<file path="src/rtl/multicycle_ctrl_pkg.sv">
// Shared definitions for the multicycle main control FSM: opcodes, ALU-op codes
// (common with the downstream ALU control decoder), ALU B-source codes, state
// encodings and the strobe bundle.
package multicycle_ctrl_pkg;

  localparam int unsigned OP_W   = 6;
  localparam int unsigned ALU_W  = 2;
  localparam int unsigned SRCB_W = 2;
  localparam int unsigned ST_W   = 3;

  localparam logic [OP_W-1:0] OP_R    = 6'b000000;
  localparam logic [OP_W-1:0] OP_ADDI = 6'b001100;
  localparam logic [OP_W-1:0] OP_SUBI = 6'b001101;
  localparam logic [OP_W-1:0] OP_SW   = 6'b010000;
  localparam logic [OP_W-1:0] OP_LW   = 6'b010001;

  localparam logic [ALU_W-1:0] ALU_ADD   = 2'b00;
  localparam logic [ALU_W-1:0] ALU_SUB   = 2'b01;
  localparam logic [ALU_W-1:0] ALU_RTYPE = 2'b10;

  localparam logic [SRCB_W-1:0] SRCB_REGB = 2'b00;
  localparam logic [SRCB_W-1:0] SRCB_FOUR = 2'b01;
  localparam logic [SRCB_W-1:0] SRCB_IMM  = 2'b10;

  typedef enum logic [ST_W-1:0] {
    S_FETCH  = 3'd0,
    S_DECODE = 3'd1,
    S_EXEC   = 3'd2,
    S_ADDR   = 3'd3,
    S_MEM    = 3'd4,
    S_WB     = 3'd5,
    S_TRAP   = 3'd6
  } state_t;

  // Datapath strobes driven by the controller
  typedef struct packed {
    logic              pc_we;
    logic              ir_we;
    logic              mem_rd;
    logic              mem_wr;
    logic              i_or_d;
    logic              alu_src_a;
    logic [SRCB_W-1:0] alu_src_b;
    logic [ALU_W-1:0]  alu_op;
    logic              reg_dst;
    logic              mem_to_reg;
    logic              reg_we;
  } strobes_t;

  // Opcodes that take the EXEC path
  function automatic logic is_alu_op(input logic [OP_W-1:0] op);
    return (op == OP_R) || (op == OP_ADDI) || (op == OP_SUBI);
  endfunction

  // Opcodes that take the ADDR/MEM path
  function automatic logic is_mem_op(input logic [OP_W-1:0] op);
    return (op == OP_LW) || (op == OP_SW);
  endfunction

endpackage

</file>
<file path="src/rtl/multicycle_ctrl_out_decode.sv">
// Combinational strobe decode for the multicycle controller.
// Ports:
//   state     in   current FSM state
//   op_q      in   opcode latched in DECODE
//   mem_ready in   memory handshake (only feeds ir_we/pc_we in FETCH)
//   strobes_c out  datapath strobe bundle
module multicycle_ctrl_out_decode
  import multicycle_ctrl_pkg::*;
(
  input  state_t          state,
  input  logic [OP_W-1:0] op_q,
  input  logic            mem_ready,
  output strobes_t        strobes_c
);

  // Map state/opcode to strobes; anything not set stays 0
  always_comb begin
    strobes_c        = '0;
    strobes_c.alu_op = ALU_ADD;
    case (state)
      S_FETCH: begin
        strobes_c.mem_rd    = 1'b1;
        strobes_c.alu_src_b = SRCB_FOUR;
        strobes_c.ir_we     = mem_ready;
        strobes_c.pc_we     = mem_ready;
      end
      S_EXEC: begin
        strobes_c.alu_src_a = 1'b1;
        if (op_q == OP_R) begin
          strobes_c.alu_src_b = SRCB_REGB;
          strobes_c.alu_op    = ALU_RTYPE;
        end else if (op_q == OP_SUBI) begin
          strobes_c.alu_src_b = SRCB_IMM;
          strobes_c.alu_op    = ALU_SUB;
        end else begin
          strobes_c.alu_src_b = SRCB_IMM;
          strobes_c.alu_op    = ALU_ADD;
        end
      end
      S_ADDR: begin
        strobes_c.alu_src_a = 1'b1;
        strobes_c.alu_src_b = SRCB_IMM;
      end
      S_MEM: begin
        strobes_c.i_or_d = 1'b1;
        strobes_c.mem_rd = (op_q == OP_LW);
        strobes_c.mem_wr = (op_q == OP_SW);
      end
      S_WB: begin
        strobes_c.reg_we     = 1'b1;
        strobes_c.reg_dst    = (op_q == OP_R);
        strobes_c.mem_to_reg = (op_q == OP_LW);
      end
      default: ;
    endcase
  end

endmodule

</file>
<file path="src/rtl/multicycle_ctrl.sv">
// Multicycle main control FSM: FETCH/DECODE/EXEC|ADDR/MEM/WB sequencing,
// memory-ready stalls and a retired-instruction counter.
// Build option: define ILLEGAL_TRAP_EN to trap illegal opcodes in TRAP with a
// sticky illegal flag; otherwise illegal opcodes are NOPs and illegal is 0.
// Ports:
//   clk, rst            clock, synchronous active-high reset
//   opcode              IR[31:26], valid in DECODE
//   mem_ready           memory completes current access
//   pc_we .. reg_we     datapath strobes (all 0 during rst)
//   state_o             current state code
//   retired             completed-instruction count (wraps)
//   illegal             sticky illegal-opcode flag
module multicycle_ctrl
  import multicycle_ctrl_pkg::*;
#(
  parameter int unsigned CNT_W = 32
) (
  input  logic              clk,
  input  logic              rst,
  input  logic [OP_W-1:0]   opcode,
  input  logic              mem_ready,
  output logic              pc_we,
  output logic              ir_we,
  output logic              mem_rd,
  output logic              mem_wr,
  output logic              i_or_d,
  output logic              alu_src_a,
  output logic [SRCB_W-1:0] alu_src_b,
  output logic [ALU_W-1:0]  alu_op,
  output logic              reg_dst,
  output logic              mem_to_reg,
  output logic              reg_we,
  output logic [ST_W-1:0]   state_o,
  output logic [CNT_W-1:0]  retired,
  output logic              illegal
);

  state_t          state_q;
  state_t          state_d;
  logic [OP_W-1:0] op_q;
  logic            retire_c;
  strobes_t        strobes_c;
  strobes_t        strobes;

  // State register
  always_ff @(posedge clk) begin
    if (rst) state_q <= S_FETCH;
    else     state_q <= state_d;
  end

  // Next-state logic and retire detection
  always_comb begin
    state_d  = state_q;
    retire_c = 1'b0;
    case (state_q)
      S_FETCH:  if (mem_ready) state_d = S_DECODE;
      S_DECODE: begin
        if (is_alu_op(opcode))      state_d = S_EXEC;
        else if (is_mem_op(opcode)) state_d = S_ADDR;
        else begin
`ifdef ILLEGAL_TRAP_EN
          state_d = S_TRAP;
`else
          state_d = S_FETCH;
`endif
        end
      end
      S_EXEC: state_d = S_WB;
      S_ADDR: state_d = S_MEM;
      S_MEM: begin
        if (mem_ready) begin
          if (op_q == OP_LW) begin
            state_d = S_WB;
          end else begin
            state_d  = S_FETCH;
            retire_c = (op_q == OP_SW);
          end
        end
      end
      S_WB: begin
        state_d  = S_FETCH;
        retire_c = 1'b1;
      end
      S_TRAP:  state_d = S_TRAP;
      default: state_d = S_FETCH;
    endcase
  end

  // Opcode latch and retired counter
  always_ff @(posedge clk) begin
    if (rst) begin
      op_q    <= '0;
      retired <= '0;
    end else begin
      if (state_q == S_DECODE) op_q <= opcode;
      if (retire_c)            retired <= retired + CNT_W'(1);
    end
  end

`ifdef ILLEGAL_TRAP_EN
  // Sticky flag, raised on entry to TRAP
  always_ff @(posedge clk) begin
    if (rst)                                           illegal <= 1'b0;
    else if (state_q == S_DECODE && state_d == S_TRAP) illegal <= 1'b1;
  end
`else
  assign illegal = 1'b0;
`endif

  multicycle_ctrl_out_decode u_out_decode (
    .state     (state_q),
    .op_q      (op_q),
    .mem_ready (mem_ready),
    .strobes_c (strobes_c)
  );

  // Reset kills every strobe immediately, before the state register clears
  assign strobes = rst ? '0 : strobes_c;

  assign pc_we      = strobes.pc_we;
  assign ir_we      = strobes.ir_we;
  assign mem_rd     = strobes.mem_rd;
  assign mem_wr     = strobes.mem_wr;
  assign i_or_d     = strobes.i_or_d;
  assign alu_src_a  = strobes.alu_src_a;
  assign alu_src_b  = strobes.alu_src_b;
  assign alu_op     = strobes.alu_op;
  assign reg_dst    = strobes.reg_dst;
  assign mem_to_reg = strobes.mem_to_reg;
  assign reg_we     = strobes.reg_we;
  assign state_o    = state_q;

endmodule

</file>
<file path="config.mk">
export PLATFORM = sky130hd
export DESIGN_NAME = multicycle_ctrl
export DESIGN_NICKNAME = d
export VERILOG_FILES = /design/src/rtl/multicycle_ctrl_pkg.sv /design/src/rtl/multicycle_ctrl_out_decode.sv /design/src/rtl/multicycle_ctrl.sv
export SDC_FILE = /design/constraint.sdc
export NUM_CORES = 1
export LEC_CHECK = 0
export ABC_AREA = 1
export BUFFER_PORTS_ARGS = -buffer_cell sky130_fd_sc_hd__buf_2
export CAP_MARGIN = 20
export CORE_MARGIN = 4
export CORE_UTILIZATION = 30
export CTS_CLUSTER_SIZE = 16
export DETAILED_ROUTE_END_ITERATION = 8
export PLACE_DENSITY_LB_ADDON = 0.1
export SKIP_CTS_REPAIR_TIMING = 1
export SYNTH_ARGS = -nofsm -noshare
export SYNTH_HDL_FRONTEND = slang
export SYNTH_HIERARCHICAL = 1
export SYNTH_SLANG_ARGS = --single-unit
</file>
<file path="constraint.sdc">
create_clock -name clk -period 1.57 [get_ports clk]
set_input_delay 0.157 -clock clk [delete_from_list [all_inputs] [get_ports clk]]
set_output_delay 0.157 -clock clk [all_outputs]
set_load 0.01 [all_outputs]
</file>
==> run metrics <==
share of layout cells above drive strength 1 0.290; Die Wd 104 um; diode count 0; Synth-to-Final Area Change 27.3%; Mapped Cells 447; Vias per Instance 4.61; Placed Area 3300 um^2; Final Cell Area 3540 um^2; Yosys cell types 30; Worst EP arrival between 1 and 1.5 ns; wire length per cell 12.3 um; P_leak between 0.0015 and 0.002 uW; max-slew violations 0; syn nets around 460; NetSw 543 uW; Setup crit end alu_op[0]; CTS clk-pin slew, worst paths about 0.070 ns; final setup violation count 0; Pint 1430 uW; top_reg_cell synth dfxtp_1; GRT Util Overall 0.143; Residual DRC 0; share of flip-flops with an asynchronous set or reset after synthesis 0; pin count of the biggest net entering global routing 36; IO buf count between 50 and 60; Seq. cell area about 830 um^2; Final ANT Viol Nets 0; Synthesis Warnings 6; Crit Path Class register to output port; setup tns final 0 ns; critical path endpoint category output port; Post-DP HPWL roughly 5.8 mm; Cell Rows 34; min-delay worst type input pin to register; status finished, final reports clean; reg-to-reg setup timing slack roughly 0.12 ns; Crit path required time 1.41 ns; full die area 10900 um^2; Starting Density 0.314; share of power burned in registers 0.545; GPL Wtd Cong approximately 0.80; Worst R2R Path Depth 9; Seq/Total Area, Yosys 0.295; sw frac 0.275; RSZ-0062 raised after global routing true; number of CTS-inserted buffers 5; total iterations of the first detailed-routing run 4; Max Fanout on Critical Path 5; synthesized area 2780 um^2; CTS tree done; PD cells 558 nW/um^2; final hold viol count 0; critical path startpoint category register; die span in y 104 um; initial drt markers 141; clk root buf clkbuf_8; Clock Latency Late Sink 0.30 ns; combinational fraction of design power 0.113; initial antenna violation count 0; fmax 639 MHz; routed wire length 7.80 mm; Net count, final 538; clock skew around 0.0096 ns; reg-to-reg startpoint retired[1]; total number of vias 2925; Synth Register Bits 41; number of synthesized flops with an enable pin 0; H-tree Lvls 2; multi-input logic area 1650 um^2; Worst VDD drop 0.279 mV; Clock Power Share 0.342; clock sinks between 40 and 50; core area between 8000 and 9000 um^2; FF-to-FF End retired[30]; GR Overflow Total 0; period utilization 0.997; min cycle time layout 1.56 ns; maxcap violations 0; CP Launch Point state_o[2]; Filler cells 997; Clock Path Buffers 2; first-pass GRT wire length approximately 13 mm; vias in the first global route 2695; Ports just under 60; synthesized area per cell 6.22 um^2
-- routing by layer --
layer	share of wire	global-route usage
met1	0.49	0.187
met2	0.46	0.241
met3	0.039	0.0273
met4	0.0095	0.0370
met5	0	0
-- synth_stat cells, types with 2 or more instances --
master | instances | share of area
dfxtp_1 | 41 | 0.30
inv_2 | 7 | 0.0095
nand3_4 | 2 | 0.013
nand4_1 | 12 | 0.027
o21ai_1 | 2 | 0.0036
nor3_1 | 4 | 0.0072
buf_4 | 5 | 0.014
a21oi_1 | 23 | 0.041
nand2_2 | 4 | 0.0090
clkbuf_1 | 6 | 0.0081
nand3_1 | 31 | 0.056
nor2_4 | 7 | 0.028
nand2_4 | 2 | 0.0081
nand3_2 | 10 | 0.036
nor2_1 | 77 | 0.10
nor2_2 | 10 | 0.023
inv_1 | 68 | 0.092
nor2_8 | 2 | 0.014
nand2_1 | 113 | 0.15
xor2_1 | 2 | 0.0063
o21ai_0 | 9 | 0.016
xnor2_1 | 2 | 0.0063
-- metrics by stage --
| step | setup slack [ns] | util | hold WS, ns | total power (uW) | instances |
|---|---|---|---|---|---|
| global route | -0.103 | 0.400 | 0.151 | 2070 | 635 |
| CTS | -0.0888 | 0.381 | 0.127 | 1990 | 628 |
| detailed placement | 0.0382 | 0.373 | 0.432 | 1300 | 622 |
| global placement | 0.0995 | 0.373 | 0.435 | 1300 | 622 |
| floorplan | 0.0779 | - | 0.292 | 1230 | 447 |
| finish | 0.00540 | 0.400 | 0.133 | 1970 | 635 |
-- cell families (layout without fill, tap and decap cells) --
group                    Yosys count  after routing  share of synthesized area
adder cells (fa/ha/maj)            1              1                    0.00450
other                              1              1                    0.00135
XOR/XNOR                           4              4                     0.0126
buffers and inverters             89            169                      0.135
AND/OR/NAND/NOR                  276            276                      0.487
flip-flops                        41             41                      0.295
AO/OA/AOI/OAI                     35             35                     0.0639
-- how the worst min path moves through the flow --
| stage | start | endpoint | slack, ns | cells after the start |
|---|---|---|---|---|
| 3_3_place_gp | opcode[4] | op_q[4] | 0.43 | 3 |
| 5_1_grt | opcode[4] | op_q[4] | 0.15 | 3 |
| 4_1_cts | opcode[4] | op_q[4] | 0.13 | 3 |
| 2_1_floorplan | opcode[4] | op_q[4] | 0.29 | 2 |
| 3_5_place_dp | opcode[4] | op_q[4] | 0.43 | 3 |
| 6_report | opcode[4] | op_q[4] | 0.13 | 3 |
-- worst max-delay path, cell delays in order, from the launching register on --
cell and delay (ns):
dfxtp_4 0.35, buf_6 0.12, inv_4 0.06, nand2_4 0.05, nor2_4 0.11, nand3_2 0.07, nor2_2 0.11, inv_2 0.04
nor2_1 0.07, buf_2 0.13
-- state kept, by name, summed over array words and instances (netlist names) --
signal	flops
retired	32
state_o	3
op_q	6
-- cell usage in the layout (no fill, tap or decap), drive strengths merged, types with 4 or more instances in the layout --
| cell type | instances |
|---|---|
| o21ai | 11 |
| nand4 | 12 |
| nor3 | 4 |
| inv | 75 |
| clkbuf | 6 |
| a21oi | 23 |
| nand2 | 119 |
| nand3 | 43 |
| buf | 87 |
| nor2 | 96 |
| dfxtp | 41 |
-- layout make-up --
class | instances | share of cell area
inverter | 75 | 0.0803
tap | 108 | 0.0382
multi-input combinational | 317 | 0.466
clock inverter | 1 | 0.00141
clock buffer | 5 | 0.0195
timing repair buffer | 88 | 0.160
sequential | 41 | 0.235
-- power by group through the flow --
stage	clock [uW]	combinational (uW)	sequential (uW)
after floorplan	0	135	1100
after global placement	0	203	1100
after detailed placement	0	204	1100
after CTS	710	204	1070
after global routing	738	254	1080
final	675	223	1070
No activity file was read; power rests on OpenSTA's default activity.
